**src/rtl/mw_seq.sv**
```systemverilog
// rtl/mw_seq.sv - 16-bit operation sequencer built on an external 8-bit combinational ALU
//
// Purpose: accepts one 16-bit op in IDLE, runs it as two 8-bit word passes
// (W0, W1) through the external ALU, then presents the result for one cycle (FIN).
// Optional feature macro: MW_SEQ_SUB_EN enables kSUB (issued to the ALU as kADD
// with inverted B and carry-in 1). Without it kSUB is treated as unsupported.
//
// Ports:
//   CLK, RESET          clock, synchronous active-high reset
//   START, OP_IN, A, B, CIN   request strobe, op code, operands, carry/shift-in
//   READY, DONE         idle/accepting, one-cycle result strobe
//   RESULT, CARRY, ZERO16     held result of the last completed op
//   ALU_A, ALU_B, ALU_OP, ALU_SC_IN    word slice driven to the ALU
//   ALU_OUT, ALU_SC_OUT, ALU_ZERO      ALU response for the current slice

package mw_seq_pkg;
  localparam logic [2:0] kADD = 3'd0;
  localparam logic [2:0] kSUB = 3'd1;
  localparam logic [2:0] kAND = 3'd2;
  localparam logic [2:0] kLSH = 3'd3;
  localparam logic [2:0] kRSH = 3'd4;
endpackage

module mw_seq
  import mw_seq_pkg::*;
(
  input  logic        CLK,
  input  logic        RESET,
  input  logic        START,
  input  logic [2:0]  OP_IN,
  input  logic [15:0] A,
  input  logic [15:0] B,
  input  logic        CIN,
  output logic        READY,
  output logic        DONE,
  output logic [15:0] RESULT,
  output logic        CARRY,
  output logic        ZERO16,
  output logic [7:0]  ALU_A,
  output logic [7:0]  ALU_B,
  output logic [2:0]  ALU_OP,
  output logic        ALU_SC_IN,
  input  logic [7:0]  ALU_OUT,
  input  logic        ALU_SC_OUT,
  input  logic        ALU_ZERO
);

  localparam logic [1:0] S_IDLE = 2'd0;
  localparam logic [1:0] S_W0   = 2'd1;
  localparam logic [1:0] S_W1   = 2'd2;
  localparam logic [1:0] S_FIN  = 2'd3;

`ifdef MW_SEQ_SUB_EN
  localparam logic SUB_EN = 1'b1;
`else
  localparam logic SUB_EN = 1'b0;
`endif

  logic [1:0]  state_q, state_d;
  logic [2:0]  op_q;
  logic [15:0] a_q, b_q;
  logic        cin_q;
  logic [7:0]  w0_out_q;
  logic        w0_sc_q, w0_zero_q;
  logic [15:0] result_q;
  logic        carry_q, zero_q;

  logic is_add, is_sub, is_and, is_lsh, is_rsh;
  logic supported, add_like, chained;
  logic in_w0, in_w1;
  logic a_hi_sel;
  logic [15:0] b_eff;
  logic [15:0] fin_result;
  logic        fin_carry, fin_zero;

  assign is_add    = (op_q == kADD);
  assign is_sub    = SUB_EN && (op_q == kSUB);
  assign is_and    = (op_q == kAND);
  assign is_lsh    = (op_q == kLSH);
  assign is_rsh    = (op_q == kRSH);
  assign add_like  = is_add | is_sub;
  assign chained   = add_like | is_lsh | is_rsh;   // ops whose W1 takes W0's carry/shift-out
  assign supported = add_like | is_and | is_lsh | is_rsh;

  assign in_w0 = (state_q == S_W0);
  assign in_w1 = (state_q == S_W1);

  // Right shift walks high byte first so the shifted-out bit flows downward.
  assign a_hi_sel = is_rsh ? in_w0 : in_w1;
  assign b_eff    = is_sub ? ~b_q : b_q;

  always_comb begin
    ALU_A     = 8'h00;
    ALU_B     = 8'h00;
    ALU_SC_IN = 1'b0;
    ALU_OP    = op_q;
    if ((in_w0 || in_w1) && supported) begin
      if (is_sub) begin
        ALU_OP = kADD;
      end
      ALU_A = a_hi_sel ? a_q[15:8] : a_q[7:0];
      if (add_like || is_and) begin
        ALU_B = in_w1 ? b_eff[15:8] : b_eff[7:0];
      end
      if (chained) begin
        if (in_w0) begin
          ALU_SC_IN = is_sub ? 1'b1 : cin_q;
        end else begin
          ALU_SC_IN = w0_sc_q;
        end
      end
    end
  end

  always_comb begin
    state_d = state_q;
    case (state_q)
      S_IDLE:  if (START) state_d = S_W0;
      S_W0:    state_d = S_W1;
      S_W1:    state_d = S_FIN;
      default: state_d = S_IDLE;
    endcase
  end

  // Result assembly at the end of W1: W0's registered word plus the live ALU word.
  always_comb begin
    fin_result = 16'h0000;
    fin_carry  = 1'b0;
    fin_zero   = 1'b1;
    if (supported) begin
      fin_result = is_rsh ? {w0_out_q, ALU_OUT} : {ALU_OUT, w0_out_q};
      fin_carry  = chained & ALU_SC_OUT;
      fin_zero   = w0_zero_q & ALU_ZERO;
    end
  end

  always_ff @(posedge CLK) begin
    if (RESET) begin
      state_q   <= S_IDLE;
      op_q      <= 3'd0;
      a_q       <= 16'h0000;
      b_q       <= 16'h0000;
      cin_q     <= 1'b0;
      w0_out_q  <= 8'h00;
      w0_sc_q   <= 1'b0;
      w0_zero_q <= 1'b0;
      result_q  <= 16'h0000;
      carry_q   <= 1'b0;
      zero_q    <= 1'b0;
    end else begin
      state_q <= state_d;
      if ((state_q == S_IDLE) && START) begin
        op_q  <= OP_IN;
        a_q   <= A;
        b_q   <= B;
        cin_q <= CIN;
      end
      if (in_w0) begin
        w0_out_q  <= ALU_OUT;
        w0_sc_q   <= ALU_SC_OUT;
        w0_zero_q <= ALU_ZERO;
      end
      if (in_w1) begin
        result_q <= fin_result;
        carry_q  <= fin_carry;
        zero_q   <= fin_zero;
      end
    end
  end

  assign READY  = (state_q == S_IDLE);
  assign DONE   = (state_q == S_FIN);
  assign RESULT = result_q;
  assign CARRY  = carry_q;
  assign ZERO16 = zero_q;

endmodule

```
**config.mk**
```make
export PLATFORM = sky130hd
export DESIGN_NAME = mw_seq
export DESIGN_NICKNAME = d
export VERILOG_FILES = /design/src/rtl/mw_seq.sv
export SDC_FILE = /design/constraint.sdc
export NUM_CORES = 1
export LEC_CHECK = 0
export ABC_AREA = 1
export BUFFER_PORTS_ARGS = -buffer_cell sky130_fd_sc_hd__buf_2
export CAP_MARGIN = 20
export CORE_ASPECT_RATIO = 1.1
export CORE_MARGIN = 8
export CORE_UTILIZATION = 25
export DETAILED_ROUTE_END_ITERATION = 8
export GPL_TIMING_DRIVEN = 0
export SYNTH_ARGS = -nofsm -noshare
export SYNTH_HDL_FRONTEND = slang
export SYNTH_SLANG_ARGS = --single-unit
```
**constraint.sdc**
```tcl
create_clock -name CLK -period 1.93 [get_ports CLK]
set_input_delay 0.2895 -clock CLK [delete_from_list [all_inputs] [get_ports CLK]]
set_output_delay 0.2895 -clock CLK [all_outputs]
set_load 0.05 [all_outputs]
```
==> results.yml <==
run_status:
  outcome: "complete, but fails checks"
  violations: "negative setup slack"
finish:
  final_area_mm2: 0.00439
  area_delta_synth_final_pct: 49.5
  fin_cells: 676
  final_util_pct: 38.3
  nets: 573
  drive_above_1_share_pct: 33.9
detailed_routing:
  viasPerCell: 4.44
  drtIter0Drc: 140
  drtPass1Iterations: 4
  vias: 2999
  finalWirelength_um: 9600
  detail-route-antenna-nets: 0
  wire_per_inst_um: 14.2
  drcViolationCount: 0
clock_network:
  cts.reportedPaths.clkPinSlew_ns: 0.06
  cts_root_buffer: "clkbuf_16"
  clkLatencyLatePin_ns: 0.32
  clock_path_buffers: 2
  cts_tree: "yes"
  cts.sinks: 66
  cts_buffers: 9
  cts_hold_buf: 0
  cts_max_level: 3
place:
  placed_area_mm2: 0.00365
  dp_cells: 651
  gp_congestion: 0.803
  port_buffers: 87
  dp_hpwl_um: 7000
setup_path:
  critPathCaptureType: "primary output"
  arrival_ns: 1.73
  cpPeakStageDelay_ns: 0.35
  worst_path_max_delay_cell: "dfxtp_2"
  required_ns: 1.64
  path_max_fanout: 8
  cpLargestDelayFamily: "simple AND/OR/NAND/NOR gates"
  cp-start-kind: "register"
  r2r_cells: 7
  cp.depth: 8
  path_buf_inv: 3
  path_class: "register to primary output"
  crit_chain: "inv_4 > ha_4 > clkbuf_16 > nand2_8 > and2_4 > nor2_2 > nor2_4 > buf_6"
global_route:
  grt_pass1_vias: 3115
  grt_antenna_before_repair: 0
  grt_use_total_pct: 12.5
  met1_usage_pct: 14.7
  grt_use_met2_pct: 20.9
  grt_busiest_layer: "met2"
  grt_pass1_wl_um: 15400
  use_met3_pct: 5.18
  grt_max_degree: 12
  grt_overflow: 0
power:
  seq_power_share_pct: 25.2
  p_switching_w: 0.00332
  p_clk_share_pct: 23.9
  p_int_w: 0.00428
  vdd_ir_drop_max_v: 0.000577
  powerDensity_mw_per_mm2: 1730
  power.leakage_nw: 1.83
  p_comb_share_pct: 50.9
  netSwitchingFraction_pct: 43.7
sta:
  max_freq_mhz: 496
  max_slew_margin_pct: 64.4
  slew_viol_final: 0
  rsz0062_at_grt: "true"
  period_share_pct: 105
  setup_slack_ns: -0.0872
  clock-skew-final_ns: 0.00472
  worstMarginPinSlew_ns: 0.534
  setup_tns_ns: -0.669
  finalHoldViolations: 0
  setup_viol: 16
  fin_crit_ns: 2.02
  fin_hold_ws_ns: 0.208
flow_run:
  maxCapViolCount: 0
floorplan:
  start_util_pct: 25.6
  die_x_um: 119
  design.core.area_mm2: 0.0114
  dieArea_mm2: 0.0155
  rows: 41
  chipHeight_um: 130
  ios: 89
worst_hold_path:
  holdCritPathClass: "primary input to register"
  hold_depth: 3
yosys:
  avgSynthCellArea_um2: 7.09
  synth_cell_types: 20
  synth_area_leaders: "dfxtp_1 (45%), nand2_1 (17%), a21oi_1 (10%)"
  yosysWarnings: 0
  synth_seq_area_share_pct: 45.0
  yosys.area.top_type: "dfxtp_1"
  netlist.area_leader.share_pct: 45.0
  syn_inst: 414
  syn_nets: 467
  synth_area_mm2: 0.00293
  synth_seq_cells: 66
## final cells by class
class | count | area (um2)
multi-input combinational | 296 | 1630
antenna | 1 | 2.50
sequential | 66 | 1330
timing repair buffer | 96 | 637
clock inverter | 4 | 72.6
fill | 1172 | 7050
clock buffer | 12 | 267
tap | 150 | 188
buffer | 24 | 148
inverter | 27 | 108
## through the flow
step / power (W) / setup slack, ns
finish: 0.00760 / -0.0872
global route: 0.00808 / -0.153
CTS: 0.00756 / -0.0778
detailed placement: 0.00499 / -0.384
global placement: 0.00493 / -0.286
floorplan: 0.00424 / -0.0725
## Yosys cell counts (all sizes together)
cell / count
a211oi: 12
a21oi: 61
a221oi: 1
and2: 1
buf: 9
clkbuf: 16
clkinv: 2
dfxtp: 66
ha: 4
inv: 25
nand2: 136
nand3: 34
nand3b: 8
nand4: 1
nor2: 38
## worst register-to-register path: stages (launching register included)
cell	delay [ns]
dfxtp_4	0.38
inv_4	0.06
ha_4	0.16
nand2_1	0.09
clkinv_1	0.24
clkbuf_1	0.32
nand2_1	0.13
a21oi_1	0.07
## registers in the layout (all words and copies together) (netlist names)
name	flops
CARRY	1
RESULT	16
ZERO16	1
a_q	16
b_eff	16
cin_q	1
op_q	3
state_q	2
w0_out_q	8
w0_sc_q	1
w0_zero_q	1
## metal layers
layer  share of wire, %  wire length [um]
met1                 46              4400
met2                 47              4500
met3                6.7               648
met4               0.53                51
met5                  0                 0
## worst paths after layout
check | from | end | slack (ns)
setup / recovery | state_q[0] | ALU_A[3] | -0.09
hold / removal | B[1] | b_eff[1] | 0.21
setup reg to reg | state_q[1] | a_q[12] | 0.36
hold reg to reg | a_q[7] | a_q[7] | 0.46
## power by group through the flow
stage | combinational (W) | sequential [W] | clock, W
final | 0.00387 | 0.00191 | 0.00182
after global routing | 0.00420 | 0.00196 | 0.00193
after CTS | 0.00380 | 0.00191 | 0.00186
after detailed placement | 0.00310 | 0.00190 | 0
after global placement | 0.00305 | 0.00188 | 0
after floorplan | 0.00207 | 0.00217 | 0
## logic make-up (layout without fill, tap and decap cells)
| family | Yosys count | in the layout | synth area share [%] |
|---|---|---|---|
| AOI/OAI and AO/OA | 74 | 74 | 13.8 |
| and+or+nand+nor | 218 | 218 | 31.8 |
| buffers and inverters | 52 | 163 | 7.68 |
| adders and majority gates | 4 | 4 | 1.71 |
| DFF | 66 | 66 | 45.0 |
| other | 0 | 1 | 0 |
## layout by cell type, fill, tap and decap left out, types with 3 or more instances in the layout
| master | n |
|---|---|
| nand2_1 | 124 |
| buf_2 | 76 |
| dfxtp_1 | 61 |
| a21oi_1 | 53 |
| nand3_1 | 33 |
| inv_1 | 22 |
| nor2_4 | 19 |
| nor2_1 | 17 |
| buf_6 | 15 |
| clkbuf_1 | 13 |
| a211oi_1 | 12 |
| clkbuf_16 | 10 |
| nand2_2 | 9 |
| buf_4 | 9 |
| a21oi_2 | 8 |
| nand3b_1 | 8 |
| clkbuf_8 | 4 |
| dfxtp_2 | 4 |
| buf_8 | 4 |
| ha_4 | 3 |
## timing repair
action                                  CTS  global route
endpoints found under the setup margin   17            17
resized for setup                        88             8
setup buffers                             8             1
pin swaps                                 9             3
(Power assumes the default switching activity.)
